[src/rtl/atm_arbiter.sv]
// Round-robin arbiter that lets N_TERM terminals share one ATM core: it latches the
// winner's transaction, runs the core for TXN_CYCLES cycles and returns the response.
module atm_arbiter #(
  parameter int N_TERM     = 4,
  parameter int TXN_CYCLES = 4
) (
  input  logic                   clk,
  input  logic                   rst,
  input  logic [N_TERM-1:0]      req,
  input  logic [3*N_TERM-1:0]    t_operation,
  input  logic [4*N_TERM-1:0]    t_acc_num,
  input  logic [16*N_TERM-1:0]   t_pin,
  input  logic [16*N_TERM-1:0]   t_new_pin,
  input  logic [32*N_TERM-1:0]   t_amount,
  input  logic [N_TERM-1:0]      t_language,
  output logic [N_TERM-1:0]      gnt,
  output logic [N_TERM-1:0]      done,
  output logic [31:0]            rsp_balance,
  output logic                   rsp_success,
  output logic                   busy,
  output logic                   atm_rst,
  output logic [2:0]             atm_operation,
  output logic [3:0]             atm_acc_num,
  output logic [15:0]            atm_pin,
  output logic [15:0]            atm_new_pin,
  output logic [31:0]            atm_amount,
  output logic                   atm_language,
  input  logic [31:0]            atm_balance,
  input  logic                   atm_success,
  input  logic [2:0]             atm_state
);

  localparam int TW = (N_TERM > 1) ? $clog2(N_TERM) : 1;
  localparam int CW = (TXN_CYCLES > 1) ? $clog2(TXN_CYCLES) : 1;

  typedef enum logic [1:0] {IDLE, CLR, RUN, RESP} state_t;

  state_t          state, state_nxt;
  logic [TW-1:0]   last_grant;
  logic [TW-1:0]   winner;
  logic [CW-1:0]   cnt;
  logic [2:0]      win_op;
  logic            op_ok;
  logic            last_run;
  logic            drive;

  logic [2:0]      lat_op;
  logic [3:0]      lat_acc;
  logic [15:0]     lat_pin;
  logic [15:0]     lat_new_pin;
  logic [31:0]     lat_amount;
  logic            lat_lang;

  // The core's state is only observed by the bench.
  logic            core_state_unused;
  assign core_state_unused = ^atm_state;

  // Search from last_grant+1; iterating downwards lets the nearest requester win.
  always_comb begin
    winner = '0;
    for (int i = N_TERM; i >= 1; i--) begin
      if (req[(int'(last_grant) + i) % N_TERM]) winner = TW'((int'(last_grant) + i) % N_TERM);
    end
  end

  assign win_op   = t_operation[3*winner +: 3];
  assign op_ok    = (win_op >= 3'd3) && (win_op <= 3'd6);
  assign last_run = (cnt == CW'(TXN_CYCLES - 1));

  always_ff @(posedge clk or negedge rst) begin
    if (!rst) state <= IDLE;
    else      state <= state_nxt;
  end

  // NOTE: every signal written in always_comb gets a default first so no latch is inferred.
  always_comb begin
    state_nxt = state;
    case (state)
      IDLE:    if (|req) state_nxt = op_ok ? CLR : RESP;
      CLR:     state_nxt = RUN;
      RUN:     if (last_run) state_nxt = RESP;
      RESP:    state_nxt = IDLE;
      default: state_nxt = IDLE;
    endcase
  end

  // NOTE: state-holding registers use non-blocking assignments so all of them update together.
  always_ff @(posedge clk or negedge rst) begin
    if (!rst) begin
      gnt         <= '0;
      last_grant  <= TW'(N_TERM - 1);
      cnt         <= '0;
      lat_op      <= '0;
      lat_acc     <= '0;
      lat_pin     <= '0;
      lat_new_pin <= '0;
      lat_amount  <= '0;
      lat_lang    <= 1'b0;
      rsp_balance <= '0;
      rsp_success <= 1'b0;
    end else begin
      case (state)
        IDLE: if (|req) begin
          gnt         <= N_TERM'(1) << winner;
          last_grant  <= winner;
          cnt         <= '0;
          lat_op      <= win_op;
          lat_acc     <= t_acc_num[4*winner +: 4];
          lat_pin     <= t_pin[16*winner +: 16];
          lat_new_pin <= t_new_pin[16*winner +: 16];
          lat_amount  <= t_amount[32*winner +: 32];
          lat_lang    <= t_language[winner];
          if (!op_ok) begin
            rsp_balance <= '0;
            rsp_success <= 1'b0;
          end
        end
        RUN: begin
          cnt <= cnt + 1'b1;
          if (last_run) begin
            rsp_balance <= atm_balance;
            rsp_success <= atm_success;
          end
        end
        RESP:    gnt <= '0;
        default: ;
      endcase
    end
  end

  // The core sees the latched payload only while it is being cleared or run.
  always_comb begin
    busy          = (state != IDLE);
    done          = (state == RESP) ? gnt : '0;
    atm_rst       = (state == RUN);
    drive         = (state == CLR) || (state == RUN);
    atm_operation = drive ? lat_op      : '0;
    atm_acc_num   = drive ? lat_acc     : '0;
    atm_pin       = drive ? lat_pin     : '0;
    atm_new_pin   = drive ? lat_new_pin : '0;
    atm_amount    = drive ? lat_amount  : '0;
    atm_language  = drive ? lat_lang    : 1'b0;
  end

endmodule

[config.mk]
export PLATFORM = sky130hd
export DESIGN_NAME = atm_arbiter
export DESIGN_NICKNAME = d
export VERILOG_FILES = /design/src/rtl/atm_arbiter.sv
export SDC_FILE = /design/constraint.sdc
export NUM_CORES = 1
export LEC_CHECK = 0
export CAP_MARGIN = 20
export CORE_AREA = 2 2 174 176
export DETAILED_ROUTE_END_ITERATION = 6
export DIE_AREA = 0 0 176 178
export PLACE_DENSITY = 0.57
export SETUP_SLACK_MARGIN = 0.02
export SYNTH_ARGS = -nofsm -noshare
export SYNTH_HDL_FRONTEND = slang
export SYNTH_SLANG_ARGS = --single-unit
[constraint.sdc]
create_clock -name clk -period 3.5 [get_ports clk]
set_input_delay 1.05 -clock clk [delete_from_list [all_inputs] [get_ports clk]]
set_output_delay 1.05 -clock clk [all_outputs]
set_load 0.01 [all_outputs]
[Word level (Yosys, flattened, before mapping)]
Cells that the tools add are included.
Storage, ports and cells
  flip-flop bits (word level): 115
  bits of input ports: 330
  output and inout port bits: 115
  logic and storage cells: 99
Operators by class
  add/sub/neg operators: 5
  $mul: 1
  order comparisons: 7
  equality and inequality tests: 7
  shifts and indexed selects: 6
  mux-type cells: 41
  bitwise gates (word level): 4
  reduce and logical (&&, ||, !) cells: 16
Operators by type and width (count)
  2-to-1 mux 32 bit: 4
  indexed part select 128 x 8 -> 32 bit: 1
  indexed part select 64 x 7 -> 16 bit: 2
  one-hot mux 32 bit (2 select lines): 1
  2-to-1 mux 16 bit: 2
  < comparator 3 x 4 -> 1 bit (second input constant): 4
  2-to-1 mux 2 bit: 8
  indexed part select 16 x 5 -> 4 bit: 1
  2-to-1 mux 1 bit: 13
  2-to-1 mux 4 bit: 3
  indexed part select 12 x 5 -> 3 bit: 1
  binary-select mux 1 bit (select 2 bit): 5
  one-hot mux 2 bit (4 select lines): 1
  one-hot mux 4 bit (2 select lines): 1
  AND reduction 2 bit: 4
  OR reduction 2 bit: 4
  adder 2 x 1 -> 2 bit (second input constant): 3
  == test 2 bit (second input constant): 3
  nonzero test 2 bit: 3
  adder 2 bit (second input constant): 2
  AND 1 bit (first input constant): 4
  multiplier 2 x 2 -> 4 bit (first input constant): 1
  != test 2 bit (second input constant): 2
  one-hot mux 2 bit (2 select lines): 1
  13 further kinds: 13

[Depth between registers and ports, before layout]
Gate-level depths: netlist of the first run.
  depth after elaboration: 17
  mapped depth: 9

[Least setup slack after synthesis of the first run]
No wires, ideal clock.
  path type: input port to flip-flop
  from: input req[3]
  to: register rsp_balance[17]
  library setup time: 138 ps
  data arrival time: 3039 ps
  required time: 3362 ps
  setup slack: 323 ps
  stages: 9
  buffers on the path: 2
  cell sequence: and3b_1 -> o32a_2 -> buf_6 -> mux2i_1 -> mux2_2 -> or4_1 -> o2111ai_2 -> buf_6 -> o22ai_1
Between the ends
  cells in the longest elaborated chain, start to end: 13
  elaborated cells on any way between the ends: 25
Ends and longest elaborated chain
  start: declaration: RTL line 9  | input logic [N_TERM-1:0] req,
  binary-select mux 1 bit (select 2 bit): RTL line 62  | if (req[(int'(last_grant) + i) % N_TERM]) winner = TW'((int'(last_grant) + i) % N_TERM);
  2-to-1 mux 1 bit (not written as such) (2 in series): RTL line 62
  2-to-1 mux 2 bit (4 in series): RTL line 62
  multiplier 2 x 2 -> 4 bit: RTL line 66  | assign win_op = t_operation[3*winner +: 3];
  indexed part select 12 x 5 -> 3 bit: RTL line 66
  greater-or-equal comparator 3 x 2 -> 1 bit / less-or-equal comparator 3 bit (equally long branches): RTL line 67  | assign op_ok = (win_op >= 3'd3) && (win_op <= 3'd6);
  logical AND 1 bit: RTL line 67
  != test 2 bit (no line)
  AND reduction 4 bit (no line) (*)
  end signal: assignment: RTL line 121  | rsp_balance <= atm_balance;
  end: declaration: RTL line 18  | output logic [31:0] rsp_balance,
Every way passes the cells marked *; elsewhere a longest branch is shown, timed or not. The select of a mux whose other input is x is not followed.
A chain may end at the register's enable or synchronous reset.

[Worst setup path after layout of the first run]
  from: input req[0]
  to: register rsp_balance[26]
The elaborated chain is that of the path after synthesis.

==> summary.txt, run 1 <==
Layout
  – FF+latch area: 2880 µm²
  – Most frequent cells in the layout: clkdlybuf4s50_1 (440), nand2_1 (186), and2_1 (147)
  – Post-route insts no fill: 1,682
  – Share of cells above drive strength 1: 6.656%
  – N_diodes: 0
  – Multi-input logic area: 3963 µm²
  – Final nets: 1,615
  – Most common cell after layout, fill and taps aside: clkdlybuf4s50_1
  – # fillers: 2,904
  – P&R area growth vs syn: 77.22%

Place
  – Cells after DPL: 1,651
  – Routability cong.: 0.7859
  – PortBufs: 441
  – HPWL after detailed placement: 22.30 mm

Global route
  – Initial antenna violation count: 1
  – Largest net degree at the start of global routing: 79
  – Global-route wire length before repair: 44.71 mm
  – Grt ovf: 0
  – Total GRT Usage: 18.38%
  – Vias in the first global route: 7,916

Synth
  – Mean Syn Cell Area: 8.461 µm²
  – Mapped Nets: 1,194
  – Post-synthesis cell type count: 36
  – Post-Synthesis Cells: 859
  – Post-synth EDFFs: 0
  – Mapped cell area: 7268 µm²
  – Asr flop ratio synth: 100.0%
  – Post-synthesis sequential area ratio: 39.63%
  – Main synth FF type: dfrtp_1
  – Post-synthesis register bit count: 115
  – Syn. warnings: 0

Worst setup path
  – Worst r2r path cells: 8
  – Worst setup endpoint: rsp_balance[26]$_DFFE_PN0P_
  – CP Launch Point: req[0]
  – Worst EP required: 3.77 ns
  – Worst Setup End Kind: register
  – Slack of the worst reg-to-reg path: 0.76 ns
  – CP max FO: 33
  – R2R Path Start: last_grant[0]$_DFFE_PN1P_
  – Critical path launch point type: input port
  – RR Endpoint: rsp_balance[26]$_DFFE_PN0P_
  – Critical path class: input port to register
  – Worst endpoint data arrival time: 3.61 ns

Job
  – MaxCap Viol Count: 0

STA
  – Min Tclk post-route: 3.335 ns
  – RSZ-0062 raised after global routing: false
  – Transition time of the tightest slew-check pin: 0.5569 ns
  – FMAX: 299.9 MHz
  – Final Cycle Share: 95.27%
  – Final Hold Vio Count: 0
  – Setup TNS: 0 ns
  – Slew Limit Headroom: 62.48%
  – Setup-failing EPs final: 0
  – Setup Skew: 0.01250 ns
  – Max-slew violations: 0

Die
  – Site Rows: 63
  – I/O pin cnt: 445
  – Core box area: 29,400 µm²
  – Chip width: 176 µm
  – Die H: 178 µm
  – Die area: 31,330 µm²
  – Initial core utilization: 24.72%

CTS
  – CTS tree: done
  – Hold-fix buffers, CTS: 0
  – Setup Buffers After CTS: 0
  – H-tree levels: 4
  – Clk root buf: clkbuf_16
  – Clk Latency, worst-skew pair: 0.41 ns
  – CTS Buf Count: 17
  – Clock-pin slew on the worst setup and hold paths: 0.05 ns
  – CTS Sinks: 115
  – Clock Path Buffers: 2

Detailed routing
  – Initial DRT Pass Iterations: 4
  – WL per Instance: 17.81 µm
  – DRC: 0
  – Routed vias: 7,974
  – Initial drt markers: 287
  – Detail Route Antenna Nets: 0
  – DRT Wirelength: 29.96 mm
  – Drt via density: 4.741

Power and ir drop
  – Total power after layout: 10.40 mW
  – P_leak: 5.513 nW
  – VDD IR-drop max: 0.0003732 V
  – Pwr dens: 807.2 nW/µm²

Worst hold path
  – Worst Hold Class: register to register

Outcome
  – Status: completed
worst min path at each step:
stage	cells after the start	slack, ns	end	start
global route	1	0.48	lat_amount[31]$_DFFE_PN0P_	lat_amount[31]$_DFFE_PN0P_
detailed placement	1	0.46	lat_amount[24]$_DFFE_PN0P_	lat_amount[24]$_DFFE_PN0P_
global placement	1	0.45	lat_amount[7]$_DFFE_PN0P_	lat_amount[7]$_DFFE_PN0P_
CTS	1	0.47	lat_new_pin[14]$_DFFE_PN0P_	lat_new_pin[14]$_DFFE_PN0P_
finish	1	0.47	lat_new_pin[2]$_DFFE_PN0P_	lat_new_pin[2]$_DFFE_PN0P_
floorplan	1	0.44	lat_acc[0]$_DFFE_PN0P_	lat_acc[0]$_DFFE_PN0P_
worst max-delay path: stages:
cell and delay, ns:
clkdlybuf4s50_1 0.53, a21oi_1 0.12, o32a_4 0.46, mux2i_1 0.14, mux2_2 0.27, or4_1 0.53, o2111ai_2 0.13, buf_12 0.23
o22ai_1 0.11
cells in the mapped netlist (2+ instances only):
| library cell | count | share of area (%) |
|---|---|---|
| a21oi_1 | 3 | 0.21 |
| a32o_1 | 2 | 0.28 |
| and2_1 | 147 | 13 |
| buf_2 | 9 | 0.62 |
| o21ai_0 | 9 | 0.62 |
| a21o_1 | 69 | 7.1 |
| nor2_1 | 3 | 0.15 |
| ha_1 | 5 | 0.86 |
| mux2_2 | 5 | 0.77 |
| dfrtp_1 | 113 | 39 |
| nor2b_1 | 2 | 0.17 |
| o22ai_1 | 33 | 2.8 |
| dfstp_2 | 2 | 0.72 |
| a311oi_1 | 69 | 8.3 |
| clkbuf_1 | 68 | 3.5 |
| inv_1 | 37 | 1.9 |
| nand2_1 | 186 | 9.6 |
| mux2i_1 | 8 | 1.1 |
| a211oi_1 | 69 | 7.1 |
| buf_6 | 4 | 0.62 |
cells by family (layout without fill, tap and decap cells):
kind of cell	Yosys count	in the layout	share of synthesized area, %
xor+xnor	1	1	0.1205
buf+inv	118	551	6.662
fa+ha+maj	5	5	0.8607
mux	13	13	1.876
simple gates	345	345	23.24
flops	115	115	39.63
compound gates	262	262	27.61
what timing repair did:
action / 4_1_cts / 5_1_grt
gates resized for setup: 0 / 1
endpoints found under the hold margin: 0 / 0
endpoints found under the setup margin: 0 / 47
layer usage:
layer	global-route usage [%]	part of all wire (%)	vias to the layer above	wire (µm)
met5	0	0.040	-	12
met1	21.46	41	3745	12190
met3	6.820	9.3	31	2772
li1	-	-	3878	-
met2	31.79	48	318	14380
met4	4.890	2.0	2	603
state kept, by name (all words and copies together) (netlist names):
register     flops
lat_amount      32
rsp_balance     32
lat_new_pin     16
lat_pin         16
gnt              4
lat_acc          4
lat_op           3
cnt              2
last_grant       2
state            2
lat_lang         1
rsp_success      1
layout make-up:
class	count	area share, %
timing repair buffer	483	37.96
multi-input combinational	626	30.76
inverter	37	1.078
clock buffer	21	3.575
clock inverter	10	0.4760
sequential	115	22.36
tap	390	3.788
power breakdown:
part / switching (mW) / internal [mW]
sequential: 0.327 / 1.99
clock: 0.637 / 0.931
combinational: 3.15 / 3.35
through the flow:
stage | cell area, µm² | hold slack [ns] | util, % | setup slack, ns
final | 12880 | 0.4665 | 43.81 | 0.1654
after global placement | 12350 | 0.4501 | 42.00 | -0.2254
after global routing | 12880 | 0.4802 | 43.81 | 0.08905
after detailed placement | 12350 | 0.4580 | 42.00 | -0.2561
after floorplan | 7268 | 0.4420 | - | 0.3226
after CTS | 12870 | 0.4706 | 43.78 | 0.04148
Power figures use the tool's default switching activity.
==> inputs of run 2 (changes only) <==
--- a/config.mk
+++ b/config.mk
@@ -9,6 +9,7 @@
 export CORE_AREA = 2 2 174 176
 export DETAILED_ROUTE_END_ITERATION = 6
 export DIE_AREA = 0 0 176 178
+export GPL_ROUTABILITY_DRIVEN = 0
 export PLACE_DENSITY = 0.57
 export SETUP_SLACK_MARGIN = 0.02
 export SYNTH_ARGS = -nofsm -noshare
==> results of run 2 <==
Final layout, timing and power as in run 1 (identical DEF).
